### src/rtl/servo_pkg.sv
// servo_pkg: shared FSM encoding, constants and saturation helper for the servo UART transmitter
package servo_pkg;
  localparam logic [2:0] ST_IDLE   = 3'd0;
  localparam logic [2:0] ST_START  = 3'd1;
  localparam logic [2:0] ST_DATA   = 3'd2;
  localparam logic [2:0] ST_PARITY = 3'd3;
  localparam logic [2:0] ST_STOP   = 3'd4;
  localparam int DATA_BITS = 8;
  localparam logic signed [15:0] SAT_MAX = 16'sh7FFF;
  localparam logic signed [15:0] SAT_MIN = 16'sh8000;
  localparam int DEF_CLK_DIV = 5208;
  function automatic logic [15:0] sat16(input logic signed [63:0] v);
    return v > 64'(SAT_MAX) ? SAT_MAX : v < 64'(SAT_MIN) ? SAT_MIN : v[15:0];
  endfunction
endpackage

### src/rtl/uart_baud_gen.sv
// uart_baud_gen: bit-period counter with synchronous clear and a one-cycle terminal-count tick
module uart_baud_gen
  import servo_pkg::*;
#(
  parameter int CLK_DIV = DEF_CLK_DIV
) (
  input  logic Clk_G,
  input  logic Rst_G,
  input  logic clr,
  output logic tick
);
  logic [15:0] cnt;
  assign tick = cnt == 16'(CLK_DIV - 1);
  // free-running bit timer, restarted when a word is accepted
  always_ff @(posedge Clk_G or posedge Rst_G)
    if (Rst_G) cnt <= '0;
    else cnt <= (clr || tick) ? '0 : cnt + 16'd1;
endmodule

### src/rtl/servo_uart_tx.sv
// servo_uart_tx: saturates a signed word to 16 bits and sends it as two 8N1 bytes, high first (TX_PARITY_EN adds even parity)
module servo_uart_tx
  import servo_pkg::*;
#(
  parameter int cant_bits = 13,
  parameter int CLK_DIV   = DEF_CLK_DIV
) (
  input  logic                        Clk_G,
  input  logic                        Rst_G,
  input  logic signed [2*cant_bits-1:0] Dato,
  input  logic                        Tx_Start,
  output logic                        Tx,
  output logic                        Tx_Busy,
  output logic                        Tx_Done
);
`ifdef TX_PARITY_EN
  localparam logic [2:0] AFTER_DATA = ST_PARITY;
`else
  localparam logic [2:0] AFTER_DATA = ST_STOP;
`endif
  logic [2:0]  state, nxt, bit_cnt, idx;
  logic [15:0] sh;
  logic [7:0]  cur;
  logic        byte_lo, tick, accept, tx_d;
  assign accept = Tx_Start && !Tx_Busy;
  assign cur    = byte_lo ? sh[7:0] : sh[15:8];
  assign idx    = state == ST_DATA ? bit_cnt + {2'b00, tick} : 3'd0;
  uart_baud_gen #(.CLK_DIV(CLK_DIV)) u_baud (
    .Clk_G(Clk_G),
    .Rst_G(Rst_G),
    .clr  (accept),
    .tick (tick)
  );
  // state register
  always_ff @(posedge Clk_G or posedge Rst_G)
    if (Rst_G) state <= ST_IDLE;
    else state <= nxt;
  // next-state logic: every transition after IDLE waits for a bit tick
  always_comb begin
    nxt = ST_IDLE;
    case (state)
      ST_IDLE:   nxt = accept ? ST_START : ST_IDLE;
      ST_START:  nxt = tick ? ST_DATA : ST_START;
      ST_DATA:   nxt = tick && bit_cnt == 3'(DATA_BITS - 1) ? AFTER_DATA : ST_DATA;
`ifdef TX_PARITY_EN
      ST_PARITY: nxt = tick ? ST_STOP : ST_PARITY;
`endif
      ST_STOP:   nxt = !tick ? ST_STOP : byte_lo ? ST_IDLE : ST_START;
      default:   nxt = ST_IDLE;
    endcase
  end
  // line level for the state being entered, so Tx changes on the same edge as the state
  always_comb begin
    tx_d = 1'b1;
    case (nxt)
      ST_START:  tx_d = 1'b0;
      ST_DATA:   tx_d = cur[idx];
`ifdef TX_PARITY_EN
      ST_PARITY: tx_d = ^cur;
`endif
      default:   tx_d = 1'b1;
    endcase
  end
  // latched word, bit/byte counters and registered outputs
  always_ff @(posedge Clk_G or posedge Rst_G)
    if (Rst_G) begin
      sh      <= '0;
      bit_cnt <= '0;
      byte_lo <= 1'b0;
      Tx      <= 1'b1;
      Tx_Busy <= 1'b0;
      Tx_Done <= 1'b0;
    end else begin
      sh      <= accept ? sat16(64'(Dato)) : sh;
      bit_cnt <= state == ST_DATA && tick ? bit_cnt + 3'd1 : bit_cnt;
      byte_lo <= accept ? 1'b0 : state == ST_STOP && tick ? !byte_lo : byte_lo;
      Tx      <= tx_d;
      Tx_Busy <= nxt != ST_IDLE;
      Tx_Done <= state == ST_STOP && tick && byte_lo;
    end
endmodule
### config.mk
export PLATFORM = sky130hd
export DESIGN_NAME = servo_uart_tx
export DESIGN_NICKNAME = d
export VERILOG_FILES = /design/src/rtl/servo_pkg.sv /design/src/rtl/uart_baud_gen.sv /design/src/rtl/servo_uart_tx.sv
export SDC_FILE = /design/constraint.sdc
export NUM_CORES = 1
export LEC_CHECK = 0
export ABC_CLOCK_PERIOD_IN_PS = 3700
export CAP_MARGIN = 15
export CELL_PAD_IN_SITES_DETAIL_PLACEMENT = 0
export CELL_PAD_IN_SITES_GLOBAL_PLACEMENT = 1
export CORE_ASPECT_RATIO = 0.5
export CORE_MARGIN = 2
export CORE_UTILIZATION = 41
export DETAILED_ROUTE_END_ITERATION = 10
export GPL_TIMING_DRIVEN = 1
export HOLD_SLACK_MARGIN = 0.08
export PLACE_DENSITY = 0.87
export SYNTH_ARGS = -nofsm -noshare
export SYNTH_HDL_FRONTEND = slang
export SYNTH_HIERARCHICAL = 1
export SYNTH_SLANG_ARGS = --single-unit
### constraint.sdc
create_clock -name Clk_G -period 3.7 [get_ports Clk_G]
set_clock_uncertainty 0.1 [all_clocks]
set_input_delay 0.74 -clock Clk_G [delete_from_list [all_inputs] [get_ports Clk_G]]
set_output_delay 0.74 -clock Clk_G [all_outputs]
set_load 0.05 [all_outputs]
==> Word-level counts from Yosys, hierarchy flattened <==
Cells that the tools add are included.
W data, S select, Z words.
{ "classes": {"add_sub_neg": 3, "n_lt_le_gt_ge": 3, "n_eq_ne": 7, "muxes": 16, "reduce_logical": 11} }
{ "ops": {"columns": ["cell", "n"], "rows": [
  ["$mux W16", 3],
  ["$gt A26 B16 Y1 const B", 1],
  ["$lt A26 B16 Y1 const B", 1],
  ["$add A16 B1 Y16 const B", 1],
  ["$eq A16 B13 Y1 const B", 1],
  ["$pmux W3 S4", 1],
  ["$mux W3", 3],
  ["$mux W8", 1],
  ["$eq A3 B1 Y1 const B", 2],
  ["$eq A3 B2 Y1 const B", 2],
  ["$eq A3 B3 Y1 const B", 2],
  ["$logic_and A1 B1 Y1", 5],
  ["$mux W1", 5],
  ["$lt A3 B4 Y1 const B", 1],
  ["$add A3 B1 Y3", 1],
  ["$add A3 B1 Y3 const B", 1],
  ["$bmux W1 S3", 1],
  ["$logic_not A3 Y1", 1],
  ["$reduce_bool A3 Y1", 1],
  ["$logic_not A1 Y1", 2],
  ["$mux W2", 1],
  ["$pmux W1 S2", 1],
  ["$reduce_bool A2 Y1", 1],
  ["$logic_or A1 B1 Y1", 1]
]} }
{ "totals": {"reg_bits": 42, "inputBits": 29, "out_inout_bits": 3, "wordCells": 48} }

==> Longest topological paths before layout <==
{ "depth": {"ltp_word": 6, "mapped_depth": 9, "mapped_depth_nobuf": 9} }

==> Hierarchy <==
The synthesis kept the hierarchy.
{ "by_module_without_submodules": {"columns": ["mod", "instances", "cells_each", "area_each_um2", "seq_area_each_um2"], "rows": [
  ["servo_uart_tx", 1, 134, 1347.5, 651.9],
  ["uart_baud_gen", 1, 82, 798.3, 400.4]
]} }

==> Worst setup path before layout <==
No wires, ideal clock.
{ "synth_path": {"path_kind": "reg2reg", "from": "register u_baud.cnt[7]", "to": "register Tx", "arrival_ns": 2.750, "path_slack_ns": 0.754, "path_stages_with_launch": 8, "n_path_buf": 0, "synth_period_minus_slack_ns": 2.946, "cell_sequence": "dfrtp_1 -> or4bb_1 -> nor4_2 -> ha_1 -> mux4_1 -> mux2_4 -> nand3_2 -> a41oi_2"} }
{ "synth_via": {"elab_chain_cells": 6, "word_cells_on_any_way": 13, "cone_classes": "add/sub: 1; eq/ne: 3; mux: 8; reduce/logical: 1"} }
{ "synth_lines": {"columns": ["item", "line_no", "source"], "rows": [
  ["start, declared", "uart_baud_gen.sv:12", "logic [15:0] cnt;"],
  ["start signal, assigned", "uart_baud_gen.sv:17", "else cnt <= (clr || tick) ? '0 : cnt + 16'd1;"],
  ["$eq A16 B13 Y1 *", "uart_baud_gen.sv:13", "assign tick = cnt == 16'(CLK_DIV - 1);"],
  ["net tick", "servo_uart_tx.sv:24", "logic byte_lo, tick, accept, tx_d;"],
  ["$add A3 B1 Y3 / $logic_and A1 B1 Y1 (equally long branches)", "servo_uart_tx.sv:27, servo_uart_tx.sv:44", null],
  ["$mux W3, on equally long branches", "servo_uart_tx.sv:27, servo_uart_tx.sv:44", null],
  ["$bmux W1 S3 / $pmux W3 S4 (equally long branches)", "servo_uart_tx.sv:57, servo_uart_tx.sv:41", null],
  ["$mux W1 (implied by the code) (tied with other cells)", "servo_uart_tx.sv:57", "ST_DATA: tx_d = cur[idx];"],
  ["$pmux W1 S2 *", "servo_uart_tx.sv:55", "case (nxt)"],
  ["net tx_d", "servo_uart_tx.sv:24", null],
  ["end signal, assigned", "servo_uart_tx.sv:77", "Tx <= tx_d;"],
  ["end, declared", "servo_uart_tx.sv:12", "output logic Tx,"]
]} }
The timed path passes the listed nets; every way through them passes the cells marked *. The select of a mux whose other input is x is not followed.
A chain may end at the register's enable or synchronous reset.

==> Worst setup path in the final report <==
Ends and elaborated chain as after synthesis.

==> impl_results.md <==
* Seq cells post-synth at 42
* Number of global-route vias before repair at approximately 1,500
* Crit Path Class: register to register
* Final setup viols at 0
* Largest net degree at the start of global routing at 27
* R2R cell count at 8
* Worst skew pair latency at 0.29 ns
* Register area share after synthesis at between 40% and 50%
* Clock transition at the registers of the reported paths at roughly 0.08 ns
* Cell count after synthesis at 216
* Power Density at between 400 and 500 mW/mm²
* Row count at 18
* CORE AREA at about 0.005 mm²
* Post-layout min period at a little under 3 ns
* Max FO, Critical Path at 10
* Hold path depth at 1
* Antenna violations before repair at 0
* Cell taking the most area after synthesis: dfrtp_1
* Final Cycle Share at between 70% and 80%
* Critical path required time at about 3.8 ns
* Hold WC Path Type: register to register
* IO Count at 32
* Main flop type after synthesis: dfrtp_1
* RSZ-0062 raised after global routing: no
* Status: finished, final reports clean
* Num CTS Buffers at 5
* Syn_nets at 250
* PortBufs at 31
* Hold_buf cts at 0
* Wirelength, routed at roughly 4100 µm
* Hold WS at roughly 0.38 ns
* Fill count at about 450
* DRT iter0 DRCs at 35
* Placer congestion estimate at 0.774
* FMAX at roughly 340 MHz
* Via count at 1,595
* Antenna Violating Nets Remaining at 0
* Ant. Diodes at 0
* Cell Area, Synth at roughly 0.0021 mm²
* Nets@finish at approximately 280
* CTS HTree Levels at 2
* Reg2Reg Capture Point: Tx$_DFF_PP1_
* Worst min-delay path startpoint: u_baud/cnt[0]$_DFF_PP0_
* DRC viols at 0
* Largest stage delay, worst path at approximately 0.58 ns
* Post-DP HPWL at approximately 3000 µm
* Buf/Inv on CP at 1
* CTS tree: yes
* Worst reg-to-reg setup slack at 0.77 ns
* Final core occ at approximately 53%
* Reg2reg start: u_baud/cnt[7]$_DFF_PP0_
* Netlist cell types at 48
* CTS root buf: clkbuf_8
* Initial Utilization at between 40 and 50%
* Placed cell count at roughly 310
* List of most frequent post-synthesis cells: dfrtp_1, nor2_1, nand2_1
* Post-Route Setup TNS at 0 ns
* Post-DR wirelength/cell at 13.0 µm
* Hold Path End: u_baud/cnt[0]$_DFF_PP0_
* Post-synthesis area per instance at slightly below 10 µm²
* Most frequent cell after synthesis: dfrtp_1
* DIE AREA at ~0.0059 mm²
* Share of cells above drive strength 1 at between 10% and 20%
* Largest cells by area after synthesis: dfrtp_1, nor2_1, xnor2_1
* First-pass GRT wire length at about 6700 µm
* EDFF count, synth at 0
* Yosys warnings at 6
* Global-route usage over all layers at approximately 15%
* Fraction of registers with async set/reset at 100%
* Pre-antenna DRT Iters at 4
* CP Capture Type: register
* # resized after CTS at 0
* Critical-path top delay cell: mux4_1
* Worst Setup SP: u_baud/cnt[7]$_DFF_PP0_
* Gr ovfl total at 0
* Worst VDD drop at around 220 µV
* Crit path max-delay family: simple AND/OR/NAND/NOR gates
* CTS Sinks at 42
* Vias per cell at 4.98
* Slew HR at around 33%
* Die W at approximately 110 µm
* Total of max-cap violations at 0
* Post-CTS setup buffers at 0
* Die Height at between 50 and 60 µm
* Post-synth top area share at ~48%
* Worst slew pin tran at between 1 and 1.5 ns
* LEAKAGE at between 1 and 1.5 nW
* WP data arrival at just over 3 ns
* Layout area overhead at 22.2%
* CP Launch Type: register
* Final Hold Viols at 0
* Clk buf depth at 2
* Pins Over Slew Limit at 0
* Worst-path cell chain: or4bb_1 > nor4_2 > buf_4 > ha_1 > mux4_1 > mux2_4 > nand3_2 > a41oi_2
* Non-Filler Instances at 320
-- state kept, by name, indices dropped and copies added, names as in the netlist --
register and flops:
sh 16, u_baud/cnt 16, bit_cnt 3, state 3
Tx 1, Tx_Busy 1, Tx_Done 1, byte_lo 1
-- final cells by class --
cell class	instances	area, µm²	area share (%)
Tap cell	70	87.6	3.34
Clock buffer	6	72.6	2.77
Inverter	8	30.0	1.15
Multi-Input combinational cell	159	1020	38.8
Timing Repair Buffer	33	325	12.4
Sequential cell	42	1050	40.1
Clock inverter	2	37.5	1.43
-- worst max path at each step --
| stage | endpoint | cells after the start | slack, ns |
|---|---|---|---|
| CTS | Tx$_DFF_PP1_ | 8 | 0.77 |
| global route | Tx$_DFF_PP1_ | 8 | 0.68 |
| global placement | Tx$_DFF_PP1_ | 8 | 0.83 |
| detailed placement | Tx$_DFF_PP1_ | 8 | 0.77 |
| floorplan | Tx$_DFF_PP1_ | 7 | 0.75 |
| finish | Tx$_DFF_PP1_ | 8 | 0.77 |
-- cell families after synthesis --
family | share of synthesized area (%)
compound gates | 7.64
flops | 49.0
simple gates | 24.0
buf+inv | 3.62
fa+ha+maj | 2.92
mux | 6.24
xor+xnor | 6.53
-- metrics by stage --
stage	power [mW]	setup WS [ns]	cell area, µm²
2_1_floorplan	0.763	0.754	2150
3_3_place_gp	0.831	0.829	2500
4_1_cts	1.20	0.769	2610
5_1_grt	1.26	0.675	2620
3_5_place_dp	0.838	0.770	2500
6_report	1.20	0.773	2620
-- cells in the final DEF (no fill, tap or decap), types with 2 or more instances in the layout --
cell,n
clkbuf_8,5
nor4_1,5
mux4_1,2
nand3_1,6
clkdlybuf4s50_1,31
a21oi_1,4
mux2_2,3
o21ai_0,16
ha_1,5
inv_1,7
buf_4,2
nand3b_1,2
nand4_1,5
xor2_1,4
xnor2_1,12
nor3_1,4
nand2_1,25
nor2_1,39
dfrtp_1,41
and2_1,2
-- routing by layer --
metal  GRT usage [%]  vias up  share of wire [%]
li1                -      811                  -
met1            17.6      761                 48
met2            27.9       21                 49
met3            3.98        2                2.8
met4            3.29        0               0.29
met5               0        -                  0
-- worst reg2reg max path: stages, from the launching register on --
cell     delay [ns]
dfrtp_1        0.44
or4bb_1        0.53
nor4_2         0.30
buf_4          0.21
ha_1           0.23
mux4_1         0.58
mux2_4         0.29
nand3_2        0.07
a41oi_2        0.10
-- where the power goes --
part,internal [mW],total (mW),switching (mW)
Clock,0.202,0.366,0.164
Combinational,0.113,0.217,0.104
Sequential,0.532,0.615,0.0833
Total,0.847,1.20,0.351
Note: power is estimated with default switching activity, not from simulation.
